--- config.mk ---
export PLATFORM = sky130hd
export DESIGN_NAME = psum_accumulator
export DESIGN_NICKNAME = d
export VERILOG_FILES = /design/src/rtl/psum_accumulator.sv
export SDC_FILE = /design/constraint.sdc
export NUM_CORES = 1
export LEC_CHECK = 0
export ABC_CLOCK_PERIOD_IN_PS = 5700
export CAP_MARGIN = 20
export CORE_ASPECT_RATIO = 1.1
export CORE_UTILIZATION = 59
export DETAILED_ROUTE_END_ITERATION = 16
export HOLD_SLACK_MARGIN = 0.12
export MAX_ROUTING_LAYER = met4
export PLACE_DENSITY = 0.85
export SETUP_SLACK_MARGIN = 0.2
export SYNTH_ARGS = -nofsm -noshare
export SYNTH_HDL_FRONTEND = slang
export SYNTH_SLANG_ARGS = --single-unit
export TNS_END_PERCENT = 30
--- constraint.sdc ---
create_clock -name CLK -period 5.7 [get_ports CLK]
set_input_delay 1.425 -clock CLK [delete_from_list [all_inputs] [get_ports CLK]]
set_output_delay 1.425 -clock CLK [all_outputs]
set_load 0.01 [all_outputs]
--- src/rtl/psum_accumulator.sv ---
// Frame accumulator for signed partial sums: adds or subtracts each accepted sample into a
// saturating accumulator and presents one result per LEN-sample frame over valid/ready.
module psum_accumulator #(
   parameter int WIDTH_IN  = 8,
   parameter int WIDTH_ACC = 16,
   parameter int LEN       = 4
) (
   input  logic                       CLK,
   input  logic                       RST,
   input  logic                       IN_VALID,
   output logic                       IN_READY,
   input  logic [WIDTH_IN-1:0]        IN_DATA,
   input  logic                       SUB,
   input  logic                       CLEAR,
   output logic                       OUT_VALID,
   input  logic                       OUT_READY,
   output logic [WIDTH_ACC-1:0]       OUT_DATA,
   output logic                       OVF,
   output logic [$clog2(LEN+1)-1:0]   COUNT
);

   localparam int CW = $clog2(LEN+1);
   localparam logic [CW-1:0]        LAST = CW'(LEN-1);
   localparam logic [WIDTH_ACC-1:0] MAXV = {1'b0, {(WIDTH_ACC-1){1'b1}}};
   localparam logic [WIDTH_ACC-1:0] MINV = {1'b1, {(WIDTH_ACC-1){1'b0}}};

   typedef enum logic [1:0] {IDLE, ACCUM, HOLD} state_t;

   state_t               state, state_n;
   logic [WIDTH_ACC-1:0] acc, acc_n;
   logic [WIDTH_ACC-1:0] out_data_n;
   logic [CW-1:0]        count_n;
   logic                 ovf_n;
   logic [WIDTH_ACC:0]   ext, operand, sum;
   logic                 clamp;
   logic [WIDTH_ACC-1:0] sat;

   // One guard bit makes the sum exact, including subtraction of the most negative sample.
   always_comb begin
      ext     = {{(WIDTH_ACC+1-WIDTH_IN){IN_DATA[WIDTH_IN-1]}}, IN_DATA};
      operand = SUB ? ~ext : ext;
      sum     = {acc[WIDTH_ACC-1], acc} + operand + {{WIDTH_ACC{1'b0}}, SUB};
      clamp   = sum[WIDTH_ACC] ^ sum[WIDTH_ACC-1];
      if (clamp)
         sat = sum[WIDTH_ACC] ? MINV : MAXV;
      else
         sat = sum[WIDTH_ACC-1:0];
   end

   assign IN_READY  = (state != HOLD) && !CLEAR;
   assign OUT_VALID = (state == HOLD);

   always_comb begin
      state_n    = state;
      acc_n      = acc;
      count_n    = COUNT;
      ovf_n      = OVF;
      out_data_n = OUT_DATA;
      unique case (state)
         IDLE, ACCUM: begin
            if (CLEAR) begin
               state_n = IDLE;
               acc_n   = '0;
               count_n = '0;
               ovf_n   = 1'b0;
            end else if (IN_VALID) begin
               acc_n = sat;
               ovf_n = OVF | clamp;
               if (COUNT == LAST) begin
                  state_n    = HOLD;
                  count_n    = '0;
                  out_data_n = sat;
               end else begin
                  state_n = ACCUM;
                  count_n = COUNT + CW'(1);
               end
            end
         end
         HOLD: begin
            if (OUT_READY) begin
               state_n = IDLE;
               acc_n   = '0;
               ovf_n   = 1'b0;
            end
         end
         default: state_n = IDLE;
      endcase
   end

   always_ff @(posedge CLK) begin
      if (RST) begin
         state    <= IDLE;
         acc      <= '0;
         COUNT    <= '0;
         OVF      <= 1'b0;
         OUT_DATA <= '0;
      end else begin
         state    <= state_n;
         acc      <= acc_n;
         COUNT    <= count_n;
         OVF      <= ovf_n;
         OUT_DATA <= out_data_n;
      end
   end

endmodule
Word level (Yosys, flattened, before mapping)
Cells that the tools add are included.
{"block": "op_classes", "n_eq_ne": 6, "n_reduce_logical": 10, "n_mux": 19, "add_sub_neg": 3, "bitwise_logic": 4}
{"cell": "16-bit two-way mux", "count": 5}
{"cell": "16-bit case mux with 2 select lines", "count": 1}
{"cell": "17-bit by 1-bit adder with 17-bit output", "count": 1}
{"cell": "17-bit adder", "count": 1}
{"cell": "17-bit two-way mux", "count": 1}
{"cell": "17-bit inverter", "count": 1}
{"cell": "3-bit two-way mux", "count": 3}
{"cell": "2-bit two-way mux", "count": 4}
{"cell": "2-bit case mux with 2 select lines", "count": 1}
{"cell": "2-bit AND reduction", "count": 2}
{"cell": "4-bit AND reduction", "count": 1}
{"cell": "2-bit nonzero test", "count": 2}
{"cell": "3-bit by 1-bit adder with 3-bit output (second input constant)", "count": 1}
{"cell": "3-bit by 2-bit equality test with 1-bit output (second input constant)", "count": 1}
{"cell": "1-bit two-way mux", "count": 3}
{"cell": "3-bit != test (second input constant)", "count": 1}
{"cell": "3-bit AND reduction", "count": 1}
{"cell": "2-bit by 1-bit equality test with 1-bit output (second input constant)", "count": 1}
{"cell": "2-bit equality test (second input constant)", "count": 1}
{"cell": "2-bit zero test", "count": 1}
{"cell": "2-bit by 1-bit != test with 1-bit output (second input constant)", "count": 1}
{"cell": "2-bit != test (second input constant)", "count": 1}
{"cell": "1-bit case mux with 2 select lines", "count": 1}
{"cell": "2-bit OR reduction", "count": 1}
{"cell": "5 further kinds", "count": 5}
{"block": "word_totals", "inputBits": 14, "reg_bits": 38}

Logic depth before layout (Yosys ltp)
Gate-level depths: netlist of run 1.
{"block": "depth", "word_depth": 9, "depth_mapped": 12}

Worst setup path after synthesis of run 1
OpenSTA, ideal clock, no wires.
{"block": "synth_timing", "kind": "input-to-reg", "startpoint": "input port SUB", "endpoint": "register OUT_DATA[10]", "setup_slack_ns": 1.438, "setup_ns": 0.079, "cell_stages": 12, "arrival_ns": 4.182, "cell_sequence": "buf_6 > xor2_1 > ha_1 > clkbuf_1 > a21o_1 > o21bai_1 > and3_1 > o41a_4 > o21ai_2 > buf_6 > a21oi_1 > a211oi_2"}
{"block": "synth_via", "elab_chain_len": 5}
{"element": "start: declaration", "line": "13", "source": "input logic SUB,"}
{"element": "17-bit two-way mux", "line": "41", "source": "operand = SUB ? ~ext : ext;"}
{"element": "17-bit adder", "line": "42", "source": "sum = {acc[WIDTH_ACC-1], acc} + operand + {{WIDTH_ACC{1'b0}}, SUB};"}
{"element": "17-bit by 1-bit adder with 17-bit output *", "line": "42"}
{"element": "16-bit two-way mux or 1-bit bitwise XOR (tied branches)", "line": "45, 43"}
{"element": "16-bit two-way mux *", "line": "44", "source": "if (clamp)"}
{"element": "end signal: assignment", "line": "102", "source": "OUT_DATA <= out_data_n;"}
{"element": "end: declaration", "line": "17", "source": "output logic [WIDTH_ACC-1:0] OUT_DATA,"}
Every way passes the cells marked *; elsewhere a longest branch is shown, timed or not.
A chain may end at the register's enable or synchronous reset.

Worst setup path in the final report of run 1
{"block": "layout_timing", "startpoint": "input port SUB", "endpoint": "register OUT_DATA[12]"}
The elaborated chain is that of the path after synthesis.

==> reports/metrics.yaml, run 1 <==
antenna_left: 0
postCtsHoldBufs: 0
final_nets: 359
detail_route.wl_per_cell_um: 16.8
fillers: 319
critPathKind: "in2reg"
synth_seq_cells: 38
clock_latency_ps: 290
hold_path_class: "reg2reg"
worst_clock_skew_ps: 3.83
grt_usage: 0.309
instances_no_fill: 381
synthMuxAreaShare: 0.00990
gp_congestion: 0.863
synthSimpleGateAreaFrac: 0.215
reg2regPathDepth: 8
worstPathRequired_ps: 5900
min_path_cells: 2
setup-violations-final: 0
wl_met2_um: 3130
die_h_um: 70.6
rr_endpoint: "OUT_DATA[12]"
place_inst: 373
cp_max_fo: 24
syn-cell-area_um2: 2530
r2r-start: "acc[2]"
synth_fa_ha_area_frac: 0.0871
synth-compound-area-share: 0.285
h-tree-depth: 2
wl_met1_um: 2830
cts_repair_resize_count: 0
vias: 2418
cts_tree: "done"
period_share: 0.917
syn-num-nets: 329
die_w_um: 64.4
area_delta_synth_final_pct: 18.0
synth_edf_count: 0
grt_pass1_vias: 2228
multiInputGateArea_um2: 1670
dr.max_layer_used: "met4"
end_kind: "flip-flop"
cts-root-buf: "clkbuf_8"
hold-path-endpoint: "OUT_DATA[15]"
path_cells: "clkdlybuf4s50_1, xor2_1, ha_1, a21o_1, o21bai_1, and3_1, o41a_4, o21ai_2, a21oi_1, a211oi_1"
route.detailed.drc: 0
synth_top_family_by_area: "compound AO/OA/AOI/OAI gates"
gr-total-overflow: 0
seq_area_frac_synth: 0.301
max_stage_delay_ps: 750
cp-start-kind: "input port"
total_power_mw: 0.748
vias_per_cell: 6.35
synthXorXnorAreaFrac: 0.0624
cts_sinks: 38
cp.arrival_ps: 5430
portBuffers: 35
synth_top_flop_cell: "dfxtp_1"
seqCellArea_um2: 761
hp-start: "OUT_DATA[15]"
drv_cap: 0
synth_cell_types: 51
powerDensity_nw_per_um2: 251
r2r_setup_slack_ps: 2380
drtIter0Drc: 215
peakVddDrop_mv: 0.140
synthCells: 298
rsz0062_at_grt: "false"
layout-drive-gt1-share: 0.0821
syn_avg_cell_area_um2: 8.48
crit_path_start: "SUB"
cts_buffer_depth: 2
numCtsBuffers: 5
tns_ps: 0
slew_viol_final: 0
post_cts_buffers: 0
hpwl_um: 4750
timing.fmax_ghz: 0.191
grt_pass1_wl_um: 10700
cellLeakagePower_nw: 1.12
synth_warnings: 0
status: "completed"
dr.pass1.iters: 4
antenna_cells: 0
start_util: 0.628
worst_pin_slew_ps: 929
clkTransAtPathRegs_ps: 70
crit_slowest_cell: "o21ai_2"
wirelength_um: 6380
antenna_found_initial: 0
met3_length_um: 330
grt_max_degree: 37
final-hold-violation-count: 0
fin_crit_ps: 5230
slew_headroom: 0.380
async_reset_ff_frac: 0
core_um2: 4020
dieArea_um2: 4550
ios: 36
num_rows: 24
power by group:
part	switching [mW]	internal [mW]	total (mW)
clock	0.0915	0.0975	0.189
sequential	0.0109	0.276	0.287
combinational	0.165	0.107	0.272
critical path, delay by kind of cell:
| kind | cells | cell delay [ps] |
|---|---|---|
| adders and majority gates | 1 | 440 |
| AOI/OAI and AO/OA | 6 | 2170 |
| and+or+nand+nor | 1 | 240 |
| xor gates and xnor gates | 1 | 640 |
| buffers and inverters | 1 | 500 |
metrics by stage:
step           worst slack, ps  hold slack, ps  area (um^2)  utilization
2_1_floorplan             1440             432         2530            -
3_3_place_gp               346             442         2890        0.719
3_5_place_dp               272             470         2890        0.719
4_1_cts                    520             489         2980        0.741
5_1_grt                    278             510         2980        0.741
6_report                   472             478         2980        0.741
routing by layer:
| layer | vias up | GRT usage |
|---|---|---|
| li1 | 1182 | - |
| met1 | 1146 | 0.401 |
| met2 | 81 | 0.489 |
| met3 | 9 | 0.0500 |
| met4 | 0 | 0.0963 |
| met5 | - | - |
synthesized netlist by cell type, drive strengths merged, types with 3 or more instances:
cell,instances,area (um^2)
dfxtp,38,761
nor2,32,120
a21oi,29,145
nor3,27,151
a211oi,20,165
ha,16,200
nand2,16,60.1
clkbuf,12,45.0
xor2,11,96.3
a221oi,10,118
o21ai,10,53.8
xnor2,7,61.3
a21o,6,45.0
buf,6,51.3
o21bai,6,45.0
nand2b,5,31.3
o21a,5,37.5
nor2b,4,25.0
and2,3,18.8
and3,3,18.8
nand3,3,15.0
kinds of logic (layout without fill, tap and decap cells):
family                   count (synthesis)  count (layout)
flip-flops                              38              38
adder cells (fa/ha/maj)                 17              17
multiplexers                             2               2
AO/OA/AOI/OAI                           98              98
AND/OR/NAND/NOR                        106             106
buffers and inverters                   19              50
XOR/XNOR                                18              18
layout make-up:
class,count,area share
multi-input cells,241,0.559
flip-flops and latches,38,0.255
repair buffers,41,0.133
clock buffers,7,0.0289
well taps,52,0.0218
clock inverters,1,0.00168
inverters,1,0.00126
registers in the layout, indices dropped and copies added (netlist names):
signal,cells
acc,16
OVF,1
state,2
OUT_DATA,16
COUNT,3
placed cells by master (no fill, tap or decap), types with 3 or more instances in the layout:
cell / netlist / layout
a211oi_1: 17 / 17
a211oi_2: 3 / 3
a21o_1: 6 / 6
a21oi_1: 29 / 29
a221oi_1: 7 / 7
and2_1: 3 / 3
and3_1: 3 / 3
buf_4: 1 / 6
clkbuf_8: 0 / 6
clkdlybuf4s50_1: 0 / 35
dfxtp_1: 38 / 38
ha_1: 16 / 16
nand2_1: 16 / 16
nand2b_1: 5 / 5
nand3_1: 3 / 3
nor2_1: 32 / 32
nor2b_1: 4 / 4
nor3_1: 25 / 25
o21a_1: 5 / 5
o21ai_0: 9 / 9
o21bai_1: 6 / 6
xnor2_1: 7 / 7
xor2_1: 11 / 11
worst max-delay path by stage:
stage,to,cells after the start
CTS,OUT_DATA[12],10
detailed placement,OUT_DATA[12],10
floorplan,OUT_DATA[10],12
finish,OUT_DATA[12],10
global placement,OUT_DATA[2],10
global route,OUT_DATA[12],10
Note: power is estimated with default switching activity, not from simulation.
==> inputs of run 2 (changes only) <==
--- a/config.mk
+++ b/config.mk
@@ -5,14 +5,14 @@
 export SDC_FILE = /design/constraint.sdc
 export NUM_CORES = 1
 export LEC_CHECK = 0
-export ABC_CLOCK_PERIOD_IN_PS = 5700
 export CAP_MARGIN = 20
 export CORE_ASPECT_RATIO = 1.1
+export CORE_MARGIN = 8
 export CORE_UTILIZATION = 59
 export DETAILED_ROUTE_END_ITERATION = 16
 export HOLD_SLACK_MARGIN = 0.12
 export MAX_ROUTING_LAYER = met4
-export PLACE_DENSITY = 0.85
+export PLACE_DENSITY = 0.83
 export SETUP_SLACK_MARGIN = 0.2
 export SYNTH_ARGS = -nofsm -noshare
 export SYNTH_HDL_FRONTEND = slang
==> reports/metrics.yaml, run 2 (synthesis gave the netlist of run 1 again) <==
status: "completed"
layout-drive-gt1-share: 0.0851
multiInputGateArea_um2: 1670
cellLeakagePower_nw: 1.12
route.detailed.drc: 0
ios: 36
total_power_mw: 0.732
vias_per_cell: 6.16
portBuffers: 35
grt_pass1_wl_um: 10300
cts_sinks: 38
core_um2: 4220
max_stage_delay_ps: 610
period_share: 0.860
timing.fmax_ghz: 0.204
area_delta_synth_final_pct: 17.9
dieArea_um2: 6640
die_h_um: 84.6
final-hold-violation-count: 0
place_inst: 376
worst_hold_slack_ps: 469
final_core_util: 0.706
antenna_cells: 0
dr.pass1.iters: 4
end_kind: "flip-flop"
critPathKind: "in2reg"
final_common_cell: "dfxtp_1"
p_sw_mw: 0.264
vias: 2360
drtIter0Drc: 139
cts_buffer_depth: 2
detail_route.wl_per_cell_um: 16.2
clkTransAtPathRegs_ps: 70
slew_headroom: 0.565
worstPathRequired_ps: 5910
cp_max_fo: 17
fillers: 347
setup-violations-final: 0
grt_max_degree: 37
peakVddDrop_mv: 0.0934
start_util: 0.599
antenna_found_initial: 0
path_cells: "clkdlybuf4s50_1, xor2_1, buf_4, ha_1, a21o_1, o21bai_1, and3_1, o41a_4, o21ai_2, buf_4, a211oi_1, nor3_1"
gr-total-overflow: 0
p_int_mw: 0.468
cts_repair_resize_count: 0
postCtsHoldBufs: 0
cp-start-kind: "input port"
post_cts_buffers: 0
tns_ps: 0
instances_no_fill: 383
worst_clock_skew_ps: 7.19
drv_cap: 0
hpwl_um: 4710
cp.arrival_ps: 5110
num_rows: 25
clock_latency_ps: 290
cp_common_cell: "buf_4"
seqCellArea_um2: 761
die_w_um: 78.4
p_sw_frac: 0.361
rsz0062_at_grt: "false"
grt_pass1_vias: 2181
slew_viol_final: 0
p_comb_frac: 0.371
mostFrequentLayoutCells: "38 x dfxtp_1, 35 x clkdlybuf4s50_1, 32 x nor2_1, 29 x a21oi_1, 25 x nor3_1"
cts_tree: "done"
numCtsBuffers: 5
cts-root-buf: "clkbuf_8"
worst_pin_slew_ps: 653
wirelength_um: 6190
gp_congestion: 1.00
powerDensity_nw_per_um2: 246
crit_slowest_cell: "clkdlybuf4s50_1"
h-tree-depth: 2
top_regs: "OUT_DATA x16, acc x16, COUNT x3"
fin_crit_ps: 4900
antenna_left: 0
grt_usage: 0.192
final_nets: 360
power_frac_seq: 0.391
hold_path_class: "reg2reg"
power_frac_clock: 0.239
## run 2: path summary, 6_finish.rpt
kind,slack [ps],endpoint,start,depth (start not counted)
min,470,OUT_DATA[15],OUT_DATA[15],2
max,800,OUT_DATA[11],SUB,12
max reg2reg,2570,OUT_DATA[11],acc[4],9
min reg2reg,470,OUT_DATA[15],OUT_DATA[15],2
## run 2: cell type report
class | instances | area share
multi-input combinational | 241 | 0.559
sequential | 38 | 0.255
timing repair buffer | 42 | 0.135
clock buffer | 5 | 0.0231
tap | 54 | 0.0227
clock inverter | 2 | 0.00336
inverter | 1 | 0.00126
## run 2: metal layers
metal	wire, um	vias to the layer above	GRT usage
met5	0	-	-
met4	102	0	0.0675
met3	355	8	0.0288
met2	2910	76	0.296
met1	2820	1098	0.247
li1	-	1178	-
## run 2: metrics by stage
step	setup WS (ps)	area, um^2
floorplan	1440	2530
global placement	667	2900
detailed placement	517	2900
CTS	816	2980
global route	561	2980
finish	798	2980
## run 2: critical path, delay by kind of cell
family	cells	cell delay, ps
XOR/XNOR	1	230
adder cells (fa/ha/maj)	1	380
buffers and inverters	3	1070
AO/OA/AOI/OAI	5	1550
AND/OR/NAND/NOR	2	440
## run 2: power by group through the flow
| stage | Combinational (mW) | Sequential, mW | Clock (mW) |
|---|---|---|---|
| after floorplan | 0.207 | 0.289 | 0 |
| after global placement | 0.261 | 0.291 | 0 |
| after detailed placement | 0.265 | 0.292 | 0 |
| after CTS | 0.267 | 0.286 | 0.177 |
| after global routing | 0.297 | 0.287 | 0.187 |
| final | 0.271 | 0.286 | 0.175 |
